## src/rtl/clock_set_ctrl_if.sv

```systemverilog
// Button inputs and timekeeper command outputs of the clock set controller.
// master: the side that drives the buttons and consumes the commands.
// slave:  the controller itself.
interface clock_set_ctrl_if;
  logic       btn_mode;
  logic       btn_inc;
  logic       sec_tick;
  logic       min_inc;
  logic       hour_inc;
  logic       sec_clr;
  logic [1:0] mode;
  logic       blink;

  modport master (
    output btn_mode, btn_inc,
    input  sec_tick, min_inc, hour_inc, sec_clr, mode, blink
  );

  modport slave (
    input  btn_mode, btn_inc,
    output sec_tick, min_inc, hour_inc, sec_clr, mode, blink
  );
endinterface

```

## src/rtl/clock_set_ctrl.sv

```systemverilog
// Sequencing controller for a 24h HH:MM:SS timekeeper: 1 Hz tick prescaler,
// two debounced buttons, RUN / SET_HR / SET_MIN mode FSM issuing single-step
// edit commands, and a blink enable for the field being edited.
// Optional feature: define AUTOREPEAT_EN to add inc auto-repeat while held in
// a SET state (REPEAT_DELAY before the first repeat, then every REPEAT_RATE).
module clock_set_ctrl #(
  parameter int TICK_DIV     = 50_000_000,
  parameter int DEB_CYCLES   = 1_000_000,
  parameter int BLINK_DIV    = 12_500_000,
  parameter int REPEAT_DELAY = 25_000_000,
  parameter int REPEAT_RATE  = 5_000_000
) (
  input  logic                   clk,
  input  logic                   clr,
  clock_set_ctrl_if.slave        ctl
);

  localparam int TICK_W  = $clog2(TICK_DIV);
  localparam int DEB_W   = $clog2(DEB_CYCLES);
  localparam int BLINK_W = $clog2(BLINK_DIV);

  localparam logic [TICK_W-1:0]  TICK_LAST  = TICK_W'(TICK_DIV - 1);
  localparam logic [DEB_W-1:0]   DEB_LAST   = DEB_W'(DEB_CYCLES - 1);
  localparam logic [BLINK_W-1:0] BLINK_LAST = BLINK_W'(BLINK_DIV - 1);

  typedef enum logic [1:0] {
    RUN     = 2'b00,
    SET_HR  = 2'b01,
    SET_MIN = 2'b10,
    BAD     = 2'b11
  } mode_e;

  // Index 0 = mode button, index 1 = inc button
  logic [1:0]       sync1, sync2, deb, deb_d;
  logic [DEB_W-1:0] deb_cnt [2];

  mode_e state, state_nxt;

  logic [TICK_W-1:0]  presc;
  logic [BLINK_W-1:0] blink_cnt;
  logic               blink_q;

  logic mode_press, inc_press, in_set, rep_due, inc_fire;
  logic tick_nxt, hour_nxt, min_nxt, clr_nxt;
  logic sec_tick_q, hour_inc_q, min_inc_q, sec_clr_q;

  assign mode_press = deb[0] & ~deb_d[0];
  assign inc_press  = deb[1] & ~deb_d[1];
  assign in_set     = (state == SET_HR) || (state == SET_MIN);

  // Two-flop synchronizers for the asynchronous raw buttons
  always_ff @(posedge clk or negedge clr) begin
    if (!clr) begin
      sync1 <= '0;
      sync2 <= '0;
    end else begin
      sync1 <= {ctl.btn_inc, ctl.btn_mode};
      sync2 <= sync1;
    end
  end

  // Debounce: accept a new level only after it has held for DEB_CYCLES cycles
  always_ff @(posedge clk or negedge clr) begin
    if (!clr) begin
      deb     <= '0;
      deb_d   <= '0;
      deb_cnt <= '{default: '0};
    end else begin
      deb_d <= deb;
      for (int i = 0; i < 2; i++) begin
        if (sync2[i] == deb[i]) begin
          deb_cnt[i] <= '0;
        end else if (deb_cnt[i] == DEB_LAST) begin
          deb[i]     <= sync2[i];
          deb_cnt[i] <= '0;
        end else begin
          deb_cnt[i] <= deb_cnt[i] + 1'b1;
        end
      end
    end
  end

`ifdef AUTOREPEAT_EN
  localparam int REP_MAX = (REPEAT_DELAY > REPEAT_RATE) ? REPEAT_DELAY : REPEAT_RATE;
  localparam int REP_W   = $clog2(REP_MAX);
  localparam logic [REP_W-1:0] DELAY_LAST = REP_W'(REPEAT_DELAY - 1);
  localparam logic [REP_W-1:0] RATE_LAST  = REP_W'(REPEAT_RATE - 1);

  logic [REP_W-1:0] rep_cnt;
  logic             rep_act, rep_first, rep_hold;

  // Repeat keeps running only while inc stays held in the same SET state
  assign rep_hold = rep_act && deb[1] && in_set && !mode_press;
  assign rep_due  = rep_hold && (rep_first ? (rep_cnt == DELAY_LAST) : (rep_cnt == RATE_LAST));

  // Auto-repeat timer: armed by an accepted inc press, long first interval
  always_ff @(posedge clk or negedge clr) begin
    if (!clr) begin
      rep_act   <= 1'b0;
      rep_first <= 1'b0;
      rep_cnt   <= '0;
    end else if (in_set && !mode_press && inc_press) begin
      rep_act   <= 1'b1;
      rep_first <= 1'b1;
      rep_cnt   <= '0;
    end else if (rep_hold) begin
      if (rep_due) begin
        rep_first <= 1'b0;
        rep_cnt   <= '0;
      end else begin
        rep_cnt <= rep_cnt + 1'b1;
      end
    end else begin
      rep_act   <= 1'b0;
      rep_first <= 1'b0;
      rep_cnt   <= '0;
    end
  end
`else
  assign rep_due = 1'b0;
`endif

  // Mode state register
  always_ff @(posedge clk or negedge clr) begin
    if (!clr) state <= RUN;
    else      state <= state_nxt;
  end

  // Mode sequencing; the unused encoding falls back to RUN
  always_comb begin
    state_nxt = state;
    case (state)
      RUN:     if (mode_press) state_nxt = SET_HR;
      SET_HR:  if (mode_press) state_nxt = SET_MIN;
      SET_MIN: if (mode_press) state_nxt = RUN;
      default: state_nxt = RUN;
    endcase
  end

  // Command decode; a mode press in the same cycle swallows any inc request
  always_comb begin
    inc_fire = in_set && !mode_press && (inc_press || rep_due);
    hour_nxt = inc_fire && (state == SET_HR);
    min_nxt  = inc_fire && (state == SET_MIN);
    clr_nxt  = (state == SET_MIN) && (state_nxt == RUN);
    tick_nxt = (state == RUN) && !mode_press && (presc == TICK_LAST);
  end

  // Seconds prescaler: free-runs in RUN, parked at 0 while editing
  always_ff @(posedge clk or negedge clr) begin
    if (!clr)                    presc <= '0;
    else if (state != RUN)       presc <= '0;
    else if (presc == TICK_LAST) presc <= '0;
    else                         presc <= presc + 1'b1;
  end

  // Blink phase: restarted on SET entry and on every edit so the new digit shows
  always_ff @(posedge clk or negedge clr) begin
    if (!clr) begin
      blink_cnt <= '0;
      blink_q   <= 1'b0;
    end else if (state_nxt == RUN || state_nxt != state || inc_fire) begin
      blink_cnt <= '0;
      blink_q   <= 1'b0;
    end else if (blink_cnt == BLINK_LAST) begin
      blink_cnt <= '0;
      blink_q   <= ~blink_q;
    end else begin
      blink_cnt <= blink_cnt + 1'b1;
    end
  end

  // Registered command pulses
  always_ff @(posedge clk or negedge clr) begin
    if (!clr) begin
      sec_tick_q <= 1'b0;
      hour_inc_q <= 1'b0;
      min_inc_q  <= 1'b0;
      sec_clr_q  <= 1'b0;
    end else begin
      sec_tick_q <= tick_nxt;
      hour_inc_q <= hour_nxt;
      min_inc_q  <= min_nxt;
      sec_clr_q  <= clr_nxt;
    end
  end

  assign ctl.sec_tick = sec_tick_q;
  assign ctl.hour_inc = hour_inc_q;
  assign ctl.min_inc  = min_inc_q;
  assign ctl.sec_clr  = sec_clr_q;
  assign ctl.mode     = state;
  assign ctl.blink    = blink_q;

endmodule

```

## src/flat_wrapper.sv

```systemverilog
// flat-port wrapper written by rule: the top's interface ports become plain ports
module clock_set_ctrl_flat 
#(
  parameter int TICK_DIV     = 50_000_000,
  parameter int DEB_CYCLES   = 1_000_000,
  parameter int BLINK_DIV    = 12_500_000,
  parameter int REPEAT_DELAY = 25_000_000,
  parameter int REPEAT_RATE  = 5_000_000
)
  (clk, clr, ctl_btn_mode, ctl_btn_inc, ctl_sec_tick, ctl_min_inc, ctl_hour_inc, ctl_sec_clr, ctl_mode, ctl_blink);
  clock_set_ctrl_if ctl_i ();
  input  logic clk;
  input  logic clr;
  input wire logic [$bits(ctl_i.btn_mode)-1:0] ctl_btn_mode;
  input wire logic [$bits(ctl_i.btn_inc)-1:0] ctl_btn_inc;
  output wire logic [$bits(ctl_i.sec_tick)-1:0] ctl_sec_tick;
  output wire logic [$bits(ctl_i.min_inc)-1:0] ctl_min_inc;
  output wire logic [$bits(ctl_i.hour_inc)-1:0] ctl_hour_inc;
  output wire logic [$bits(ctl_i.sec_clr)-1:0] ctl_sec_clr;
  output wire logic [$bits(ctl_i.mode)-1:0] ctl_mode;
  output wire logic [$bits(ctl_i.blink)-1:0] ctl_blink;
  assign ctl_i.btn_mode = ctl_btn_mode;
  assign ctl_i.btn_inc = ctl_btn_inc;
  assign ctl_sec_tick = ctl_i.sec_tick;
  assign ctl_min_inc = ctl_i.min_inc;
  assign ctl_hour_inc = ctl_i.hour_inc;
  assign ctl_sec_clr = ctl_i.sec_clr;
  assign ctl_mode = ctl_i.mode;
  assign ctl_blink = ctl_i.blink;
  clock_set_ctrl #(.TICK_DIV(TICK_DIV), .DEB_CYCLES(DEB_CYCLES), .BLINK_DIV(BLINK_DIV), .REPEAT_DELAY(REPEAT_DELAY), .REPEAT_RATE(REPEAT_RATE)) u_core (.clk(clk), .clr(clr), .ctl(ctl_i));
endmodule
```

## config.mk

```make
export PLATFORM = sky130hd
export DESIGN_NAME = clock_set_ctrl_flat
export DESIGN_NICKNAME = d
export VERILOG_FILES = /design/src/rtl/clock_set_ctrl_if.sv /design/src/rtl/clock_set_ctrl.sv /design/src/flat_wrapper.sv
export SDC_FILE = /design/constraint.sdc
export NUM_CORES = 1
export LEC_CHECK = 0
export CAP_MARGIN = 20
export CELL_PAD_IN_SITES_DETAIL_PLACEMENT = 1
export CELL_PAD_IN_SITES_GLOBAL_PLACEMENT = 2
export CORE_ASPECT_RATIO = 2
export CORE_MARGIN = 1.5
export CORE_UTILIZATION = 44
export CTS_CLUSTER_SIZE = 28
export DETAILED_ROUTE_END_ITERATION = 16
export PLACE_DENSITY = 0.81
export REMOVE_ABC_BUFFERS = 1
export SLEW_MARGIN = 20
export SYNTH_ARGS = -nofsm -noshare
export SYNTH_HDL_FRONTEND = slang
export SYNTH_SLANG_ARGS = --single-unit
```

## constraint.sdc

```tcl
create_clock -name clk -period 5.9 [get_ports clk]
set_input_delay 0.885 -clock clk [delete_from_list [all_inputs] [get_ports clk]]
set_output_delay 0.885 -clock clk [all_outputs]
set_load 0.02 [all_outputs]
```

After elaboration in Yosys (flattened, before gate mapping) --
Cells that the tools add are included.
Storage, ports and cells: input bits 4, memories kept 0, bits in registers 105, bits in latches 0, output and inout port bits 7, RAM bits 0, word-level logic and storage cells 66, ROM bits 0
Operators by class: $lt $le $gt $ge 0, eq/ne operators 9, bitwise operators 7, shift operators 0, reduce and logical (&&, ||, !) cells 17, mux-type cells 14, add/sub/neg operators 4, multiply operators 0, div/mod/pow operators 0
Operators by type and width (count):
- $mux W20 | 4
- $mux W26 | 2
- $mux W24 | 2
- $add A20 B1 Y20 const B | 2
- $eq A20 B20 Y1 const B | 2
- $add A26 B1 Y26 const B | 1
- $eq A26 B26 Y1 const B | 1
- $add A24 B1 Y24 const B | 1
- $eq A24 B24 Y1 const B | 1
- $logic_and A1 B1 Y1 | 7
- $mux W2 | 3
- $pmux W2 S3 | 1
- $not A1 Y1 | 5
- $logic_not A2 Y1 | 2
- $reduce_and A2 Y1 | 2
- $reduce_bool A2 Y1 | 2
- $logic_or A1 B1 Y1 | 3
- $and A1 B1 Y1 | 2
- $eq A1 B1 Y1 | 2
- $eq A2 B1 Y1 const B | 1
- $eq A2 B2 Y1 const B | 1
- $mux W1 | 2
- $ne A2 B2 Y1 | 1
- $logic_not A1 Y1 | 1

Logic depth before layout (Yosys ltp) --
Gate-level depths: netlist (run 1).
depth after elaboration 8, depth in mapped cells 9, depth with buffers taken out 7

Worst setup path before layout (run 1) --
No wires, ideal clock.
path type reg2reg, from reg u_core.blink_cnt[5], to reg u_core.blink_cnt[15], period minus slack after synthesis 2176 ps, arrival 2057 ps, path slack 3724 ps, stages on the path, launching flop included 8, data required time 5781 ps, setup time 119 ps, cell sequence dfrtp_1 > or4b_1 > or4_4 > nor4_4 > or3_1 > buf_6 > buf_8 > nor2_1
Between the ends: word-level cells in the longest chain between the ends 3
Ends and longest elaborated chain:
- start: declaration | RTL line clock_set_ctrl.sv:40 | logic [BLINK_W-1:0] blink_cnt;
- start signal: assignment | RTL line clock_set_ctrl.sv:169 | blink_cnt <= blink_cnt + 1'b1;
- $add A24 B1 Y24 / $eq A24 B24 Y1 (equally long branches) | RTL line clock_set_ctrl.sv:169, clock_set_ctrl.sv:165
- $mux W24 * | RTL line clock_set_ctrl.sv:165 | end else if (blink_cnt == BLINK_LAST) begin
- $mux W24 * | RTL line clock_set_ctrl.sv:162 | end else if (state_nxt == RUN || state_nxt != state || inc_fire) begin
Every way passes the cells marked *; elsewhere a longest branch is shown, timed or not. A chain may end at the register's enable or synchronous reset.

Final worst setup path (run 1) --
from reg u_core.blink_cnt[5], to reg u_core.blink_cnt[2]
Between the ends: word-level cells in the longest chain between the ends 3
Ends and longest elaborated chain (RTL line):
- $eq A24 B24 Y1 | clock_set_ctrl.sv:165
- $mux W24 | clock_set_ctrl.sv:165
- $mux W24 | clock_set_ctrl.sv:162
No other way between the ends.

==> impl_metrics.tcl, run 1 <==
set metrics [dict create \
    timing.final.crit_period_ns 2.757 \
    detail_route.wirelength.met1_microns 4247 \
    numPlacedInstances 634 \
    cp_cell_instances "or4b_1 > or4_4 > nor4_4 > or3_1 > nor2_1" \
    drive_gt1_share_pct 6.667 \
    crit_path_max_fanout 23 \
    layout.nets 517 \
    achievable-frequency_mhz 362.8 \
    path_class "flip-flop to flip-flop" \
    std_cell_rows 54 \
    postSynth.topFlopCell "sky130_fd_sc_hd__dfrtp_1" \
    antenna_found_initial 0 \
    count_of_pins_over_their_slew_limit 0 \
    dp_hpwl_microns 7169 \
    cpPeakStageDelay_ns 0.71 \
    tritoncts "done" \
    core_region_area_sq_um 10950 \
    grt_pass1_vias 3774 \
    cts_post_setup_buffers_inserted 0 \
    syn-instance-count 494 \
    stdcell_count 650 \
    final_period_util_pct 46.72 \
    dr.max_layer_used "met4" \
    ys.warnings.count 0 \
    dpl_cell_area_sq_um 5191 \
    cts_resized 0 \
    area_of_the_mapped_netlist_sq_um 4980 \
    cts.hold.buffers_added 0 \
    cp.required_ns 6.10 \
    drt-vias-per-instance 5.315 \
    die_w_microns 78.23 \
    clk_pin_slew_ns 0.07 \
    rsz_0062_raised_after_global_routing "no" \
    num_vias 3455 \
    most_common_cell_after_layout_fill_and_taps_aside "sky130_fd_sc_hd__dfrtp_1" \
    crit_path_end_kind "flip-flop" \
    finalSetupViolCount 0 \
    slew_hr_pct 35.61 \
    start_kind "flip-flop" \
    critical_path.n_buffers_inverters 0 \
    layout_common_cells "105 x sky130_fd_sc_hd__dfrtp_1, 103 x sky130_fd_sc_hd__nor2_1, 49 x sky130_fd_sc_hd__xor2_1, 37 x sky130_fd_sc_hd__nand3_1, 36 x sky130_fd_sc_hd__xnor2_1" \
    cap_viol_max_count 0 \
    post-route-cell-area_sq_um 5490 \
    tightest_slew_ns 0.9659 \
    wl_met2_microns 5764 \
    clock-root-buffer "sky130_fd_sc_hd__clkbuf_16" \
    io_buffer_count 10 \
    number_of_synthesized_flops_with_an_enable_pin 0 \
    grt_max_degree 54 \
    cp.depth 5 \
    synth_async_sr_flop_share_pct 100.0 \
    cts_inserted_buffers 9 \
    vdd.ir_drop.worst_mv 0.1418 \
    ys_seq_elements 105 \
    first_iter_violations 135 \
    finClkSkew_ns 0.01426 \
    path_delay_family "simple AND/OR/NAND/NOR gates" \
    initial_core_util_pct 45.50 \
    layout-area-overhead-vs-synth_pct 10.25 \
    worstHoldPathCells 0 \
    pre_repair_dr_iteration_count 4 \
    p_per_area_nw_per_um2 247.8 \
    io_pins 11 \
    holdCritPathClass "flip-flop to flip-flop" \
    post-route-drc-count 0 \
    worst-r2r-setup-slack_ns 3.14 \
    grt_first_pass_wirelength_microns 18220 \
    drt-wirelength-per-cell_microns 15.79 \
    synth.distinct_cells 38 \
    post_route_setup_tns_ns 0 \
    nFillCells 1246 \
    per_instance_average_area_after_synthesis_sq_um 10.08 \
    detailroute.wirelength.met3_microns 176 \
    arrival_ns 2.96 \
    gp_congestion 0.7411 \
    wl_microns 10260 \
    clock_sink_count 105 \
    p_leak_uw 0.002316 \
    clk_latency_ns 0.35 \
    globalRoute.totalOverflow 0 \
    dieHeight_microns 153.5 \
    reg2regPathDepth 5 \
    grt_use_total_pct 19.16 \
    antenna-diode-count 0 \
    finalHoldViolCount 0 \
    status "finished clean" \
    synth-seq-area-share_pct 52.76 \
    number_of_buffers_on_the_longest_clock_path 2 \
    route.antenna.remaining_nets 0 \
    worst_path_max_delay_cell "sky130_fd_sc_hd__or3_1" \
    design.die.area_sq_um 12000 \
    htree_levels 3 \
]
## flip-flops by register name, indices dropped and copies added, names as in the netlist
| name | count |
|---|---|
| u_core.blink_cnt | 24 |
| u_core.ctl.blink | 1 |
| u_core.ctl.hour_inc | 1 |
| u_core.ctl.min_inc | 1 |
| u_core.ctl.mode | 2 |
| u_core.ctl.sec_clr | 1 |
| u_core.ctl.sec_tick | 1 |
| u_core.deb | 2 |
| u_core.deb_cnt | 40 |
| u_core.deb_d | 2 |
| u_core.presc | 26 |
| u_core.sync1 | 2 |
| u_core.sync2 | 2 |
## routing by layer
metal  global-route usage, %  vias up
li1                        -     1671
met1                   21.53     1761
met2                   34.99       21
met3                   3.522        2
met4                   7.483        0
met5                       0        -
## worst paths after layout
kind                                          startpoint                            end
hold / removal                 u_core.sync1[0]$_DFF_PN0_      u_core.sync2[0]$_DFF_PN0_
setup reg to reg           u_core.blink_cnt[5]$_DFF_PN0_  u_core.blink_cnt[2]$_DFF_PN0_
hold reg to reg                u_core.sync1[0]$_DFF_PN0_      u_core.sync2[0]$_DFF_PN0_
max in group asynchronous                            clr  u_core.blink_cnt[0]$_DFF_PN0_
setup / recovery           u_core.blink_cnt[5]$_DFF_PN0_  u_core.blink_cnt[2]$_DFF_PN0_
min in group asynchronous                            clr     u_core.presc[15]$_DFF_PN0_
## report_power, final
group / switching (uW) / internal (uW)
Combinational: 21.8 / 6.02
Clock: 263 / 341
Sequential: 4.23 / 724
## logic make-up (layout without fill, tap and decap cells)
kind of cell	Yosys count	count (layout)	share of synthesized area, %
AO/OA/AOI/OAI	4	4	0.5277
multiplexers	2	2	0.4522
flip-flops	105	105	52.76
AND/OR/NAND/NOR	262	262	26.56
adder cells (fa/ha/maj)	8	8	2.010
buffers and inverters	28	44	2.739
XOR/XNOR	85	85	14.95
## cells in the mapped netlist, types with 5 or more instances
library cell | count | area [sq um]
sky130_fd_sc_hd__xnor2_1 | 36 | 315.3
sky130_fd_sc_hd__nor2_1 | 103 | 386.6
sky130_fd_sc_hd__nor3_1 | 15 | 75.07
sky130_fd_sc_hd__xor2_1 | 49 | 429.2
sky130_fd_sc_hd__nand4_1 | 21 | 131.4
sky130_fd_sc_hd__nor4_1 | 9 | 56.30
sky130_fd_sc_hd__nand2_1 | 27 | 101.4
sky130_fd_sc_hd__nand3_1 | 37 | 185.2
sky130_fd_sc_hd__dfrtp_1 | 105 | 2628
sky130_fd_sc_hd__ha_1 | 8 | 100.1
sky130_fd_sc_hd__and3_1 | 10 | 62.56
sky130_fd_sc_hd__clkbuf_1 | 5 | 18.77
sky130_fd_sc_hd__inv_1 | 16 | 60.06
sky130_fd_sc_hd__and4_1 | 7 | 61.31
## metrics by stage
step | power [uW] | hold WS (ns) | worst slack, ns | utilization [%]
final | 1360 | 0.3500 | 3.143 | 50.16
after detailed placement | 771.9 | 0.3363 | 3.139 | 47.43
after CTS | 1383 | 0.3515 | 3.091 | 50.16
after global placement | 770.4 | 0.3361 | 3.219 | 47.43
after global routing | 1412 | 0.3637 | 2.971 | 50.16
after floorplan | 751.0 | 0.3312 | 3.495 | -
## layout make-up
class	instances	area [sq um]	share of cell area, %
clock buffers	12	246.5	4.490
flip-flops and latches	105	2628	47.86
multi-input cells	361	2216	40.36
clock inverters	4	52.55	0.9572
repair buffers	12	112.6	2.051
inverters	16	60.06	1.094
well taps	140	175.2	3.191
Note: power is estimated with default switching activity, not from simulation.
==> run 2, diff against run 1 <==
--- a/config.mk
+++ b/config.mk
@@ -10,10 +10,10 @@
 export CELL_PAD_IN_SITES_GLOBAL_PLACEMENT = 2
 export CORE_ASPECT_RATIO = 2
 export CORE_MARGIN = 1.5
-export CORE_UTILIZATION = 44
+export CORE_UTILIZATION = 37
 export CTS_CLUSTER_SIZE = 28
 export DETAILED_ROUTE_END_ITERATION = 16
-export PLACE_DENSITY = 0.81
+export PLACE_DENSITY = 0.73
 export REMOVE_ABC_BUFFERS = 1
 export SLEW_MARGIN = 20
 export SYNTH_ARGS = -nofsm -noshare
==> constraint.sdc (replaced) <==
create_clock -name clk -period 2.3 [get_ports clk]
set_input_delay 0.345 -clock clk [delete_from_list [all_inputs] [get_ports clk]]
set_output_delay 0.345 -clock clk [all_outputs]
set_load 0.02 [all_outputs]
==> run 2 against run 1 <==
The flow now finishes with violations (DRC); combinational power rose to 2.9 times the previous value; count of clock-buffer cells in the layout fell by 3; via count rose by 1.8%; hold slack barely moved; maximum frequency rose by 26%; sequential power rose to 2.6 times the previous value; die area rose by 18%; worst setup slack got worse by 3.0 ns; critical path depth rose by 1; flip-flop and latch count did not move; power rose to 2.6 times the previous value; critical path type unchanged; highest routed layer unchanged.
==> impl_metrics.tcl, run 2 (synthesized netlist as in run 1, its figures left out) <==
set metrics [dict create \
    dieHeight_microns 167.1 \
    crit-reg2reg-launch "u_core.blink_cnt[16]$_DFF_PN0_" \
    failed_checks "DRC" \
    crit_reg_reg_endpoint "u_core.blink_cnt[16]$_DFF_PN0_" \
    globalRoute.totalOverflow 0 \
    cp-startpoint "u_core.blink_cnt[16]$_DFF_PN0_" \
    clock-root-buffer "sky130_fd_sc_hd__clkbuf_16" \
    critical_path.n_buffers_inverters 1 \
    grt_use_total_pct 16.20 \
    rsz_0062_raised_after_global_routing "no" \
    worstHoldPathCells 0 \
    antenna_found_initial 0 \
    layout.nets 534 \
    drt-vias-per-instance 5.181 \
    cts_inserted_buffers 9 \
    cp.required_ns 2.52 \
    core_region_area_sq_um 13070 \
    die_w_microns 85.04 \
    grt_first_pass_wirelength_microns 18600 \
    clock_sink_count 105 \
    finClkSkew_ns 0.01013 \
    grt_max_degree 44 \
    reg_top3 "u_core.deb_cnt (40), u_core.presc (26), u_core.blink_cnt (24)" \
    arrival_ns 2.41 \
    wl_microns 10430 \
    clk_pin_slew_ns 0.07 \
    drive_gt1_share_pct 10.63 \
    holdCritPathClass "flip-flop to flip-flop" \
    layout_common_cells "105 x sky130_fd_sc_hd__dfrtp_1, 103 x sky130_fd_sc_hd__nor2_1, 49 x sky130_fd_sc_hd__xor2_1, 37 x sky130_fd_sc_hd__nand3_1, 36 x sky130_fd_sc_hd__xnor2_1" \
    cp.depth 6 \
    crit_path_end_kind "flip-flop" \
    crit_path_max_fanout 19 \
    cp_cell_instances "or4b_1 > or4_4 > nor4_4 > or3_4 > buf_12 > nor2_1" \
    path_delay_family "simple AND/OR/NAND/NOR gates" \
    io_pins 11 \
    count_of_pins_over_their_slew_limit 0 \
    number_of_buffers_on_the_longest_clock_path 2 \
    top_register "u_core.deb_cnt" \
    clk_latency_ns 0.34 \
    worst_path_max_delay_cell "sky130_fd_sc_hd__or4b_1" \
    io_buffer_count 10 \
    initial_core_util_pct 38.11 \
    dp_hpwl_microns 7464 \
    pre_repair_dr_iteration_count 10 \
    most_common_cell_after_layout_fill_and_taps_aside "sky130_fd_sc_hd__dfrtp_1" \
    status "finished, violations left" \
    nFillCells 1484 \
    largest_register_ffs 40 \
    htree_levels 3 \
    path_class "flip-flop to flip-flop" \
    design.die.area_sq_um 14210 \
    layout.core_utilization_pct 43.79 \
    timing.final.crit_period_ns 2.192 \
    tritoncts "done" \
    route.antenna.remaining_nets 0 \
    start_kind "flip-flop" \
    reg2regPathDepth 6 \
    cpPeakStageDelay_ns 0.51 \
    drt-wirelength-per-cell_microns 15.36 \
    finalSetupViolCount 0 \
    num_vias 3518 \
    std_cell_rows 59 \
    antenna-diode-count 0 \
    post-route-drc-count 1 \
    first_iter_violations 93 \
    p_leak_uw 0.002458 \
    vdd.ir_drop.worst_mv 0.3524 \
    finalHoldViolCount 0 \
    tightest_slew_ns 0.4933 \
    worst-r2r-setup-slack_ns 0.11 \
    layout-area-overhead-vs-synth_pct 14.90 \
    p_per_area_nw_per_um2 629.4 \
    grt_pass1_vias 3914 \
    critical_path.endpoint "u_core.blink_cnt[16]$_DFF_PN0_" \
    cap_viol_max_count 0 \
    gp_congestion 0.7679 \
    post_route_setup_tns_ns 0 \
    slew_hr_pct 67.11 \
    final_period_util_pct 95.30 \
    achievable-frequency_mhz 456.2 \
]
[run 2: per-stage QoR]
step | hold WS (ns) | total power [uW] | cell area, sq um | instances | worst slack, ns
after floorplan | 0.04941 | 1927 | 4903 | 482 | -0.1051
after global placement | 0.3350 | 1985 | 5364 | 662 | 0.02305
after detailed placement | 0.3363 | 1989 | 5364 | 662 | 0.01326
after CTS | 0.3521 | 3667 | 5699 | 679 | 0.05108
after global routing | 0.3597 | 3746 | 5722 | 679 | 0.007368
final | 0.3500 | 3601 | 5722 | 679 | 0.1081
[run 2: how the worst min path moves through the flow]
stage	start	end	slack [ns]
2_1_floorplan	clr	u_core.blink_cnt[0]$_DFF_PN0_	0.05
4_1_cts	u_core.sync1[0]$_DFF_PN0_	u_core.sync2[0]$_DFF_PN0_	0.35
6_report	u_core.sync1[1]$_DFF_PN0_	u_core.sync2[1]$_DFF_PN0_	0.35
3_5_place_dp	u_core.sync1[0]$_DFF_PN0_	u_core.sync2[0]$_DFF_PN0_	0.34
3_3_place_gp	u_core.sync1[1]$_DFF_PN0_	u_core.sync2[1]$_DFF_PN0_	0.33
5_1_grt	u_core.sync1[1]$_DFF_PN0_	u_core.sync2[1]$_DFF_PN0_	0.36
[run 2: report_power, final]
part	total (uW)	leakage (uW)	switching (uW)	internal, uW
clock network	1650	0.000152	698	955
logic	80.2	0.000867	57.7	22.5
registers	1870	0.00144	10.9	1860
[run 2: area by class of cell]
| class | instances | area, sq um | area share (%) |
|---|---|---|---|
| tap | 152 | 190.2 | 3.324 |
| inverter | 16 | 60.06 | 1.050 |
| timing repair buffer | 29 | 280.3 | 4.898 |
| clock buffer | 9 | 225.2 | 3.936 |
| sequential | 105 | 2628 | 45.92 |
| clock inverter | 7 | 93.84 | 1.640 |
| multi-input combinational | 361 | 2245 | 39.23 |
[run 2: routing by layer]
layer / part of all wire [%] / vias up / track usage, %
li1: - / 1700 / -
met1: 41 / 1791 / 19.19
met2: 56 / 20 / 29.43
met3: 1.8 / 7 / 2.626
met4: 1.2 / 0 / 4.918
met5: 0 / - / 0
[run 2: what timing repair did]
item	4_1_cts	5_1_grt
setup buffers	0	0
hold buffers	1	0
endpoints found under the hold margin	34	0
gates resized for setup	1	4
endpoints found under the setup margin	5	43
==> run 3, diff against run 2 <==
--- a/config.mk
+++ b/config.mk
@@ -10,10 +10,10 @@
 export CELL_PAD_IN_SITES_GLOBAL_PLACEMENT = 2
 export CORE_ASPECT_RATIO = 2
 export CORE_MARGIN = 1.5
-export CORE_UTILIZATION = 37
+export CORE_UTILIZATION = 41
 export CTS_CLUSTER_SIZE = 28
 export DETAILED_ROUTE_END_ITERATION = 16
-export PLACE_DENSITY = 0.73
+export PLACE_DENSITY = 0.76
 export REMOVE_ABC_BUFFERS = 1
 export SLEW_MARGIN = 20
 export SYNTH_ARGS = -nofsm -noshare
==> constraint.sdc (replaced) <==
create_clock -name clk -period 2.2 [get_ports clk]
set_input_delay 0.33 -clock clk [delete_from_list [all_inputs] [get_ports clk]]
set_output_delay 0.33 -clock clk [all_outputs]
set_load 0.01 [all_outputs]
==> run 3 against run 2 <==
The run now ends clean; flip-flop and latch count did not move; wire length down 0.33%; register-to-register slack worse by 0.07 ns; largest cell class unchanged; largest power group unchanged; clock power is 8% lower; global-route usage increased by 1.9 points; worst setup slack lost 0.073 ns; sequential share of layout area shrank 0.56 points; cell area up 1.2%; combinational power up 9.5%; die area fell by 9.5%; sequential power rose by 4%; highest routed layer unchanged.
==> impl_metrics.tcl, run 3 (synthesized netlist as in run 1, its figures left out) <==
set metrics [dict create \
    tritoncts "done" \
    gp_congestion 0.7662 \
    wl_microns 10400 \
    most_common_cell_after_layout_fill_and_taps_aside "sky130_fd_sc_hd__dfrtp_1" \
    achievable-frequency_mhz 461.8 \
    dp_hpwl_microns 7397 \
    layout.nets 542 \
    crit_path_max_fanout 11 \
    drt-wirelength-per-cell_microns 15.29 \
    arrival_ns 2.41 \
    grt_max_degree 39 \
    p_leak_uw 0.002512 \
    first_iter_violations 94 \
    std_cell_rows 56 \
    clock_power_share_pct 42.7 \
    io_pins 11 \
    pre_repair_dr_iteration_count 4 \
    route.antenna.remaining_nets 0 \
    cpPeakStageDelay_ns 0.52 \
    net-switching-power_uw 816.4 \
    final_period_util_pct 98.42 \
    reg_top3 "u_core.deb_cnt (40), u_core.presc (26), u_core.blink_cnt (24)" \
    finClkSkew_ns 0.01196 \
    design.die.area_sq_um 12860 \
    io_buffer_count 10 \
    grt_first_pass_wirelength_microns 18420 \
    count_of_pins_over_their_slew_limit 0 \
    layout_common_cells "105 x sky130_fd_sc_hd__dfrtp_1, 102 x sky130_fd_sc_hd__nor2_1, 49 x sky130_fd_sc_hd__xor2_1, 37 x sky130_fd_sc_hd__nand3_1, 35 x sky130_fd_sc_hd__xnor2_1" \
    power.share.switching_pct 22.92 \
    status "finished clean" \
    worstHoldPathCells 0 \
    worst_hold_path.endpoint "u_core.sync2[1]$_DFF_PN0_" \
    cp_cell_instances "or4b_1 > or4_4 > nor4_4 > or3_4 > clkbuf_16 > nor2_1" \
    rsz_0062_raised_after_global_routing "yes" \
    dieHeight_microns 158.9 \
    clk_latency_ns 0.35 \
    cts_inserted_buffers 9 \
    post-route-drc-count 0 \
    antenna-diode-count 0 \
    drt-vias-per-instance 5.228 \
    finalSetupViolCount 0 \
    clock_sink_count 105 \
    layout-area-overhead-vs-synth_pct 16.31 \
    worst_path_max_delay_cell "sky130_fd_sc_hd__or4b_1" \
    setup_ws_ns 0.03477 \
    globalRoute.totalOverflow 0 \
    hold_path.startpoint "u_core.sync1[1]$_DFF_PN0_" \
    slew_hr_pct 64.46 \
    top_register "u_core.deb_cnt" \
    holdCritPathClass "flip-flop to flip-flop" \
    p_per_area_nw_per_um2 615.0 \
    start_kind "flip-flop" \
    clk_pin_slew_ns 0.08 \
    cts_post_setup_buffers_inserted 0 \
    num_vias 3555 \
    setup_ws_pre_cts_ns 0.01680 \
    cp-startpoint "u_core.blink_cnt[16]$_DFF_PN0_" \
    worst-r2r-setup-slack_ns 0.03 \
    crit-reg2reg-launch "u_core.blink_cnt[16]$_DFF_PN0_" \
    htree_levels 3 \
    crit_reg_reg_endpoint "u_core.blink_cnt[17]$_DFF_PN0_" \
    share_comb_of_total_power_pct 2.5 \
    grt_use_total_pct 18.15 \
    drive_gt1_share_pct 12.52 \
    post_route_setup_tns_ns 0 \
    sequential_share_of_power_pct 54.8 \
    nFillCells 1346 \
    finalHoldViolCount 0 \
    vdd.ir_drop.worst_mv 0.3859 \
    antenna_found_initial 0 \
    largest_register_ffs 40 \
    number_of_buffers_on_the_longest_clock_path 2 \
    tightest_slew_ns 0.5331 \
    clock-root-buffer "sky130_fd_sc_hd__clkbuf_16" \
    initial_core_util_pct 42.30 \
    path_class "flip-flop to flip-flop" \
    cp.required_ns 2.44 \
    grt_pass1_vias 3900 \
    intPower_uw 2745 \
    cap_viol_max_count 0 \
    core_region_area_sq_um 11770 \
    reg2regPathDepth 6 \
    timing.final.crit_period_ns 2.165 \
    crit_path_end_kind "flip-flop" \
    die_w_microns 80.93 \
]
==> run 3: changes by cell type in the layout (fill, tap and decap cells not counted), sizes merged <==
cell,change
buf,+6
bufinv,-2
clkinv,+3
inv,+1
clkbuf,+2
clkinvlp,-2
==> run 3: power by group through the flow <==
stage / clock (uW) / sequential, uW / combinational [uW]
after floorplan: 0 / 1990 / 25.4
after global placement: 0 / 1990 / 88.3
after detailed placement: 0 / 1990 / 91.2
after CTS: 1580 / 1950 / 93.0
after global routing: 1660 / 1950 / 103
final: 1520 / 1950 / 87.8
==> run 3: final cells by class <==
type | count | area (sq um) | area share (%)
Clock buffer | 9 | 225.2 | 3.889
Clock inverter | 7 | 53.80 | 0.9289
Inverter | 16 | 60.06 | 1.037
Multi-Input combinational cell | 361 | 2256 | 38.95
Sequential cell | 105 | 2628 | 45.37
Tap cell | 145 | 181.4 | 3.132
Timing Repair Buffer | 37 | 387.9 | 6.697
==> run 3: per-layer routing <==
layer	up-vias	GRT usage (%)	part of all wire, %
met5	-	0	0
met3	12	3.161	1.9
met2	21	32.31	57
met1	1792	21.32	40
li1	1730	-	-
met4	0	5.878	1.5
==> run 3: what timing repair did <==
item | in CTS | in global routing
gates resized for setup | 2 | 6
hold endpoints to repair | 35 | 0
cloned | 0 | 2
hold buffers | 1 | 0
pin swaps | 0 | 1
setup endpoints to repair | 10 | 49
==> run 3: per-stage QoR <==
step | cell area, sq um | cells | hold WS (ns) | utilization [%] | power [uW]
2_1_floorplan | 4903 | 482 | 0.03441 | - | 2014
3_3_place_gp | 5413 | 661 | 0.3372 | 45.98 | 2079
3_5_place_dp | 5413 | 661 | 0.3370 | 45.98 | 2082
4_1_cts | 5713 | 678 | 0.3533 | 48.53 | 3626
5_1_grt | 5792 | 680 | 0.3631 | 49.20 | 3715
6_report | 5792 | 680 | 0.3504 | 49.20 | 3562
==> run 3: worst max path at each step <==
stage                                endpoint  cells after the start
5_1_grt        u_core.blink_cnt[17]$_DFF_PN0_                      6
4_1_cts         u_core.blink_cnt[2]$_DFF_PN0_                      6
3_3_place_gp       u_core.presc[12]$_DFF_PN0_                      7
3_5_place_dp       u_core.presc[13]$_DFF_PN0_                      7
2_1_floorplan  u_core.blink_cnt[10]$_DFF_PN0_                      5
6_report       u_core.blink_cnt[17]$_DFF_PN0_                      6
==> run 3: worst max-delay path, delay by kind of cell, from the launching register on <==
family                 cells  cell delay [ns]
AND/OR/NAND/NOR            5             1.52
flip-flops                 1             0.38
buffers and inverters      1             0.16
